### config.mk
export PLATFORM = sky130hd
export DESIGN_NAME = ball_motion_ctrl
export DESIGN_NICKNAME = d
export VERILOG_FILES = /design/src/rtl/ball_motion_ctrl.sv
export SDC_FILE = /design/constraint.sdc
export NUM_CORES = 1
export LEC_CHECK = 0
export BUFFER_PORTS_ARGS = -buffer_cell sky130_fd_sc_hd__buf_2
export CORE_MARGIN = 5
export CORE_UTILIZATION = 53
export CTS_CLUSTER_DIAMETER = 30
export DETAILED_ROUTE_END_ITERATION = 12
export HOLD_SLACK_MARGIN = 0.03
export PLACE_DENSITY = 0.77
export RECOVER_POWER = 100
export SYNTH_ARGS = -nofsm -noshare
export SYNTH_HDL_FRONTEND = slang
export SYNTH_SLANG_ARGS = --single-unit
### constraint.sdc
create_clock -name clk -period 2.4 [get_ports clk]
set_clock_uncertainty 0.2 [all_clocks]
set_input_delay 0.48 -clock clk [delete_from_list [all_inputs] [get_ports clk]]
set_output_delay 0.48 -clock clk [all_outputs]
set_load 0.005 [all_outputs]
### src/rtl/ball_motion_ctrl.sv
// Per-frame ball motion sequencer: tilt -> velocity -> proposed move -> collision handshake -> commit.
// Optional BALL_BOUNCE_EN: a wall-hit or blocked axis reverses and halves velocity instead of zeroing it.
module ball_motion_ctrl #(
   parameter int X_W         = 10,
   parameter int Y_W         = 9,
   parameter int VEL_W       = 5,
   parameter int VMAX        = 8,
   parameter int ACCEL       = 1,
   parameter int XMIN        = 0,
   parameter int XMAX        = 639,
   parameter int YMIN        = 0,
   parameter int YMAX        = 479,
   parameter int START_X     = 320,
   parameter int START_Y     = 240,
   parameter int ACK_TIMEOUT = 16
) (
   input  logic                    clk,
   input  logic                    reset,
   input  logic                    frame_tick,
   input  logic [3:0]              tilt,
   output logic                    chk_req,
   output logic [X_W-1:0]          chk_x,
   output logic [Y_W-1:0]          chk_y,
   input  logic                    chk_ack,
   input  logic                    blk_x,
   input  logic                    blk_y,
   output logic [X_W-1:0]          pos_x,
   output logic [Y_W-1:0]          pos_y,
   output logic signed [VEL_W-1:0] vel_x,
   output logic signed [VEL_W-1:0] vel_y,
   output logic                    busy,
   output logic                    upd_done,
   output logic                    overrun
);

   typedef enum logic [2:0] {IDLE, SAMPLE, PROPOSE, WAIT, COMMIT} state_t;

   localparam int CNT_W = $clog2(ACK_TIMEOUT + 1);
   localparam logic signed [VEL_W:0] VMAX_W  = (VEL_W+1)'(VMAX);
   localparam logic signed [VEL_W:0] ACCEL_W = (VEL_W+1)'(ACCEL);
   localparam logic signed [VEL_W:0] ONE_W   = (VEL_W+1)'(1);
   localparam logic signed [X_W:0]   X_LO    = (X_W+1)'(XMIN);
   localparam logic signed [X_W:0]   X_HI    = (X_W+1)'(XMAX);
   localparam logic signed [Y_W:0]   Y_LO    = (Y_W+1)'(YMIN);
   localparam logic signed [Y_W:0]   Y_HI    = (Y_W+1)'(YMAX);

   state_t                  state, state_nxt;
   logic [CNT_W-1:0]        wait_cnt;
   logic signed [VEL_W-1:0] vnew_x, vnew_y;
   logic                    wall_x, wall_y, blk_x_q, blk_y_q;
   logic signed [X_W:0]     nx;
   logic signed [Y_W:0]     ny;
   logic [X_W-1:0]          cx;
   logic [Y_W-1:0]          cy;
   logic                    wall_x_c, wall_y_c, timeout;

   // Accelerate on exactly one direction bit (saturating), otherwise decay one step toward zero.
   function automatic logic signed [VEL_W-1:0] next_vel(input logic signed [VEL_W-1:0] v,
                                                        input logic dec, input logic inc);
      logic signed [VEL_W:0] w;
      w = {v[VEL_W-1], v};
      if (dec ^ inc) begin
         w = inc ? w + ACCEL_W : w - ACCEL_W;
         if (w > VMAX_W)       w = VMAX_W;
         else if (w < -VMAX_W) w = -VMAX_W;
      end else if (w[VEL_W])   w = w + ONE_W;
      else if (w != '0)        w = w - ONE_W;
      return w[VEL_W-1:0];
   endfunction

`ifdef BALL_BOUNCE_EN
   // Reverse and halve, rounding the magnitude down so that +/-1 settles to 0.
   function automatic logic signed [VEL_W-1:0] bounce_vel(input logic signed [VEL_W-1:0] v);
      logic signed [VEL_W-1:0] mag;
      mag = v[VEL_W-1] ? -v : v;
      mag = mag >>> 1;
      return v[VEL_W-1] ? mag : -mag;
   endfunction
`endif

   assign busy    = (state != IDLE);
   assign timeout = (wait_cnt == CNT_W'(ACK_TIMEOUT - 1));

   // NOTE: every always_comb output gets a default first so no path can infer a latch.
   always_comb begin
      nx       = $signed({1'b0, pos_x}) + (X_W+1)'(vnew_x);
      ny       = $signed({1'b0, pos_y}) + (Y_W+1)'(vnew_y);
      cx       = nx[X_W-1:0];
      cy       = ny[Y_W-1:0];
      wall_x_c = 1'b0;
      wall_y_c = 1'b0;
      if (nx < X_LO)      begin cx = X_LO[X_W-1:0]; wall_x_c = 1'b1; end
      else if (nx > X_HI) begin cx = X_HI[X_W-1:0]; wall_x_c = 1'b1; end
      if (ny < Y_LO)      begin cy = Y_LO[Y_W-1:0]; wall_y_c = 1'b1; end
      else if (ny > Y_HI) begin cy = Y_HI[Y_W-1:0]; wall_y_c = 1'b1; end
   end

   always_comb begin
      state_nxt = state;
      case (state)
         IDLE:    if (frame_tick) state_nxt = SAMPLE;
         SAMPLE:  state_nxt = PROPOSE;
         PROPOSE: state_nxt = WAIT;
         WAIT:    if (chk_ack || timeout) state_nxt = COMMIT;
         COMMIT:  state_nxt = IDLE;
         default: state_nxt = IDLE;
      endcase
   end

   // NOTE: sequential state uses non-blocking assignments so every register samples pre-edge values.
   always_ff @(posedge clk or posedge reset) begin
      if (reset) state <= IDLE;
      else       state <= state_nxt;
   end

   always_ff @(posedge clk or posedge reset) begin
      if (reset) begin
         chk_req  <= 1'b0;
         chk_x    <= X_W'(START_X);
         chk_y    <= Y_W'(START_Y);
         pos_x    <= X_W'(START_X);
         pos_y    <= Y_W'(START_Y);
         vel_x    <= '0;
         vel_y    <= '0;
         vnew_x   <= '0;
         vnew_y   <= '0;
         wall_x   <= 1'b0;
         wall_y   <= 1'b0;
         blk_x_q  <= 1'b0;
         blk_y_q  <= 1'b0;
         wait_cnt <= '0;
         upd_done <= 1'b0;
         overrun  <= 1'b0;
      end else begin
         upd_done <= 1'b0;
         if (frame_tick && state != IDLE) overrun <= 1'b1;
         case (state)
            SAMPLE: begin
               vnew_x <= next_vel(vel_x, tilt[0], tilt[1]);
               vnew_y <= next_vel(vel_y, tilt[2], tilt[3]);
            end
            PROPOSE: begin
               chk_x    <= cx;
               chk_y    <= cy;
               wall_x   <= wall_x_c;
               wall_y   <= wall_y_c;
               chk_req  <= 1'b1;
               wait_cnt <= '0;
            end
            WAIT: begin
               if (chk_ack) begin
                  blk_x_q <= blk_x;
                  blk_y_q <= blk_y;
                  chk_req <= 1'b0;
               end else if (timeout) begin
                  blk_x_q <= 1'b1;
                  blk_y_q <= 1'b1;
                  chk_req <= 1'b0;
               end else begin
                  wait_cnt <= wait_cnt + 1'b1;
               end
            end
            COMMIT: begin
               // chk_x/chk_y already hold the wall-clamped proposal.
               if (!blk_x_q) pos_x <= chk_x;
               if (!blk_y_q) pos_y <= chk_y;
`ifdef BALL_BOUNCE_EN
               vel_x <= (blk_x_q || wall_x) ? bounce_vel(vnew_x) : vnew_x;
               vel_y <= (blk_y_q || wall_y) ? bounce_vel(vnew_y) : vnew_y;
`else
               vel_x <= (blk_x_q || wall_x) ? '0 : vnew_x;
               vel_y <= (blk_y_q || wall_y) ? '0 : vnew_y;
`endif
               upd_done <= 1'b1;
            end
            default: ;
         endcase
      end
   end

endmodule

==> impl_metrics.toml <==
[timing]
finalHoldViolations = 0
period_share_pct = 107
period_minus_slack_ns = 2.58
rsz0062_at_grt = "true"
finalSetupTns_ns = -1.82
setup_ws_ns = -0.178
setup_viol = 17
slew_headroom_pct = 25.6
slew_viol_final = 0
tightestPinTransition_ns = 1.11
clock.fmax_mhz = 388
timing.hold.ws_ns = 0.188

[logic_synthesis]
synth_top_cell_by_area = "dfrtp_1"
yosys_most_used_dff = "dfrtp_1"
synthArstFlopShare_pct = 100
syn_nets = 543
ys_ff_latch = 73
postSynthAreaPerCell_um2 = 9.35
synth_area_leaders = "dfrtp_1 (32%), dfstp_2 (6.7%), ha_1 (6.6%)"
synthDominantCellAreaShare_pct = 32.2
post_synth_num_cell_types = 78
syn_area_um2 = 4730
yosysSeqAreaShare_pct = 38.9
synth_edf_count = 0
yosys_warnings = 0
syn_inst = 506

[finish]
fillCellCount = 623
drive_above_1_share_pct = 38.3
n_antenna_cell = 0
nets = 659
area_delta_synth_final_pct = 31.7
multi_input_comb_area_um2 = 3120
seq_area_um2 = 1850
final_util_pct = 71.5
finalInstanceArea_um2 = 6240

[floorplan]
initial_core_util_pct = 54.3
die_area_um2 = 10900
num_io_pins = 62
die_h_um = 105
rows = 34
die_x_um = 105
core_area_um2 = 8720

[clock_tree]
cts_buffers = 9
htree_levels = 3
clk_latency_ns = 0.36
cts.clk_slew.worst_paths_ns = 0.08
clockBufferDepth = 2
root_buffer = "clkbuf_8"
clock_sinks = 73
cts_tree = "yes"

[detailed_routing]
drt_iter0_markers = 210
viasPerCell = 6.09
ant_nets = 0
drc = 0
drt-pass1-iter-count = 5
detail_route.wl_per_cell_um = 18.0
vias = 4474
drt_wl_total_mm = 13.2

[setup_path]
path_class = "flop to flop"
critPathLaunchType = "flop"
worstPathMaxFanout = 7
cp.arrival_ns = 2.64
end_kind = "flop"
critPathRequiredTime_ns = 2.46

[placed_design]
portBuffers = 61
dpl_cell_area_um2 = 5520
dpl.hpwl_mm = 8.90
gp_congestion = 0.903

[status]
status = "finished with violations"
violations = "negative setup slack"

[grt]
grt_pass1_vias = 4562
grt_busiest_layer = "met2"
met2_usage_pct = 42.5
grt_pass1_wl_mm = 21.5
gr-usage-all-layers_pct = 23.5
globalRouteMet1Util_pct = 27.6
use_met3_pct = 5.28
grt_max_degree = 31
antenna_found_initial = 0
grt-ovfl-total = 0

[run]
drv_cap = 0

[min_path]
hp-class = "input port to flop"

[power]
p_leak_nw = 2.75
powerDensity_nw_per_um2 = 1600
finalPower_mw = 9.98
vdd_ir_drop_max_mv = 1.00
==> sequential cells by signal, indices dropped and copies added (netlist names) <==
signal	cells
chk_req	1
upd_done	1
state	3
pos_x	10
vel_x	5
vel_y	5
vnew_x	5
chk_y	9
overrun	1
wait_cnt	5
blk_x_q	1
wall_y	1
pos_y	9
wall_x	1
blk_y_q	1
vnew_y	5
chk_x	10
==> cells by family (layout without fill, tap and decap cells) <==
| logic type | Yosys count | in the layout | share of synthesized area, % |
|---|---|---|---|
| compound gates | 149 | 149 | 22.1 |
| xor+xnor | 21 | 21 | 3.89 |
| fa+ha+maj | 27 | 27 | 7.45 |
| buf+inv | 46 | 167 | 3.94 |
| flops | 73 | 73 | 38.9 |
| mux | 19 | 19 | 4.76 |
| simple gates | 171 | 171 | 19.0 |
==> timing repair <==
action | in CTS | in global routing
hold endpoints to repair | 13 | 0
gates resized for setup | 35 | 44
hold buffers | 1 | 0
endpoints found under the setup margin | 20 | 28
buffers inserted | 3 | 9
pin swaps | 14 | 26
==> critical path: stages (launching register included) <==
cell and delay, ns:
dfrtp_1 0.37, ha_2 0.20, inv_2 0.04, fa_2 0.36, nand2b_4 0.17, a2111oi_4 0.29
a211oi_2 0.09, nor3_2 0.25, a31oi_2 0.13, buf_6 0.16, a211oi_4 0.22
==> synth_stat cells (all sizes together) (2+ instances only) <==
master and number:
xnor2 10, mux2 18, a31oi 8, nor3 8
o21ai 42, o221ai 2, nand4 6, inv 26
dfrtp 61, o21a 2, nand2 45, a311oi 7
o22ai 5, dfstp 12, nor2 49, a41oi 2
o31ai 5, nor3b 3, nand2b 11, a211oi 17
nand3b 2, and3 3, and2 5, ha 25
o22a 3, o211ai 4, clkbuf 13, or3 5
o211a 2, xor2 11, nor4b 3, or3b 3
nand3 14, nor2b 5, or4 3, fa 2
buf 7, nor4 2, a21oi 27, o2bb2ai 2
a21o 7
==> power breakdown <==
| group | leakage [nW] | switching, mW | internal [mW] |
|---|---|---|---|
| Combinational | 1.74 | 3.35 | 3.15 |
| Clock | 0.113 | 0.503 | 0.618 |
| Sequential | 0.896 | 0.593 | 1.77 |
==> per-layer routing <==
layer,vias to the layer above,wire length (um)
met5,-,0
met4,0,414
met3,44,705
met2,162,6900
met1,2188,5220
li1,2080,-
==> layout make-up <==
cell class	instances	area share, %
multi-input combinational	387	50.0
sequential	73	29.6
timing repair buffer	125	13.0
clock buffer	10	2.21
tap	108	2.17
inverter	26	1.59
clock inverter	6	1.44
==> worst paths after layout <==
| check | from | end | slack [ns] | cells past startpoint |
|---|---|---|---|---|
| max in group asynchronous | reset | chk_x[8] | 0.28 | 4 |
| worst max-delay path | pos_y[0] | chk_y[4] | -0.18 | 10 |
| worst min register to register | wait_cnt[4] | wait_cnt[4] | 0.30 | 2 |
| worst min-delay path | frame_tick | state[0] | 0.19 | 2 |
| min in group asynchronous | reset | chk_x[3] | 0.68 | 3 |
| worst max register to register | pos_y[0] | chk_y[4] | -0.18 | 10 |
==> placed cells by master (no fill, tap or decap), types with 4 or more instances in the layout <==
| master | instances |
|---|---|
| a211oi_1 | 7 |
| a211oi_2 | 8 |
| a21o_1 | 7 |
| a21oi_1 | 26 |
| a311oi_2 | 5 |
| a31oi_1 | 5 |
| and2_1 | 5 |
| buf_2 | 52 |
| buf_4 | 52 |
| buf_6 | 5 |
| clkbuf_1 | 9 |
| clkbuf_8 | 10 |
| dfrtp_1 | 58 |
| dfstp_1 | 6 |
| dfstp_2 | 6 |
| ha_1 | 10 |
| ha_4 | 12 |
| inv_1 | 21 |
| inv_2 | 4 |
| mux2_2 | 18 |
| nand2_1 | 44 |
| nand2b_1 | 9 |
| nand3_1 | 13 |
| nand4_1 | 6 |
| nor2_1 | 45 |
| nor2b_1 | 4 |
| nor3_1 | 4 |
| nor3_2 | 4 |
| o211ai_1 | 4 |
| o21ai_0 | 30 |
| o21ai_1 | 8 |
| o22ai_1 | 5 |
| or3_1 | 4 |
| xnor2_1 | 8 |
| xor2_1 | 11 |
==> stage by stage <==
step | worst slack (ns) | cells
after floorplan | 0.0463 | 506
after global placement | -0.0643 | 707
after detailed placement | -0.167 | 707
after CTS | -0.0787 | 727
after global routing | -0.268 | 735
final | -0.178 | 735
No activity file was read; power rests on OpenSTA's default activity.
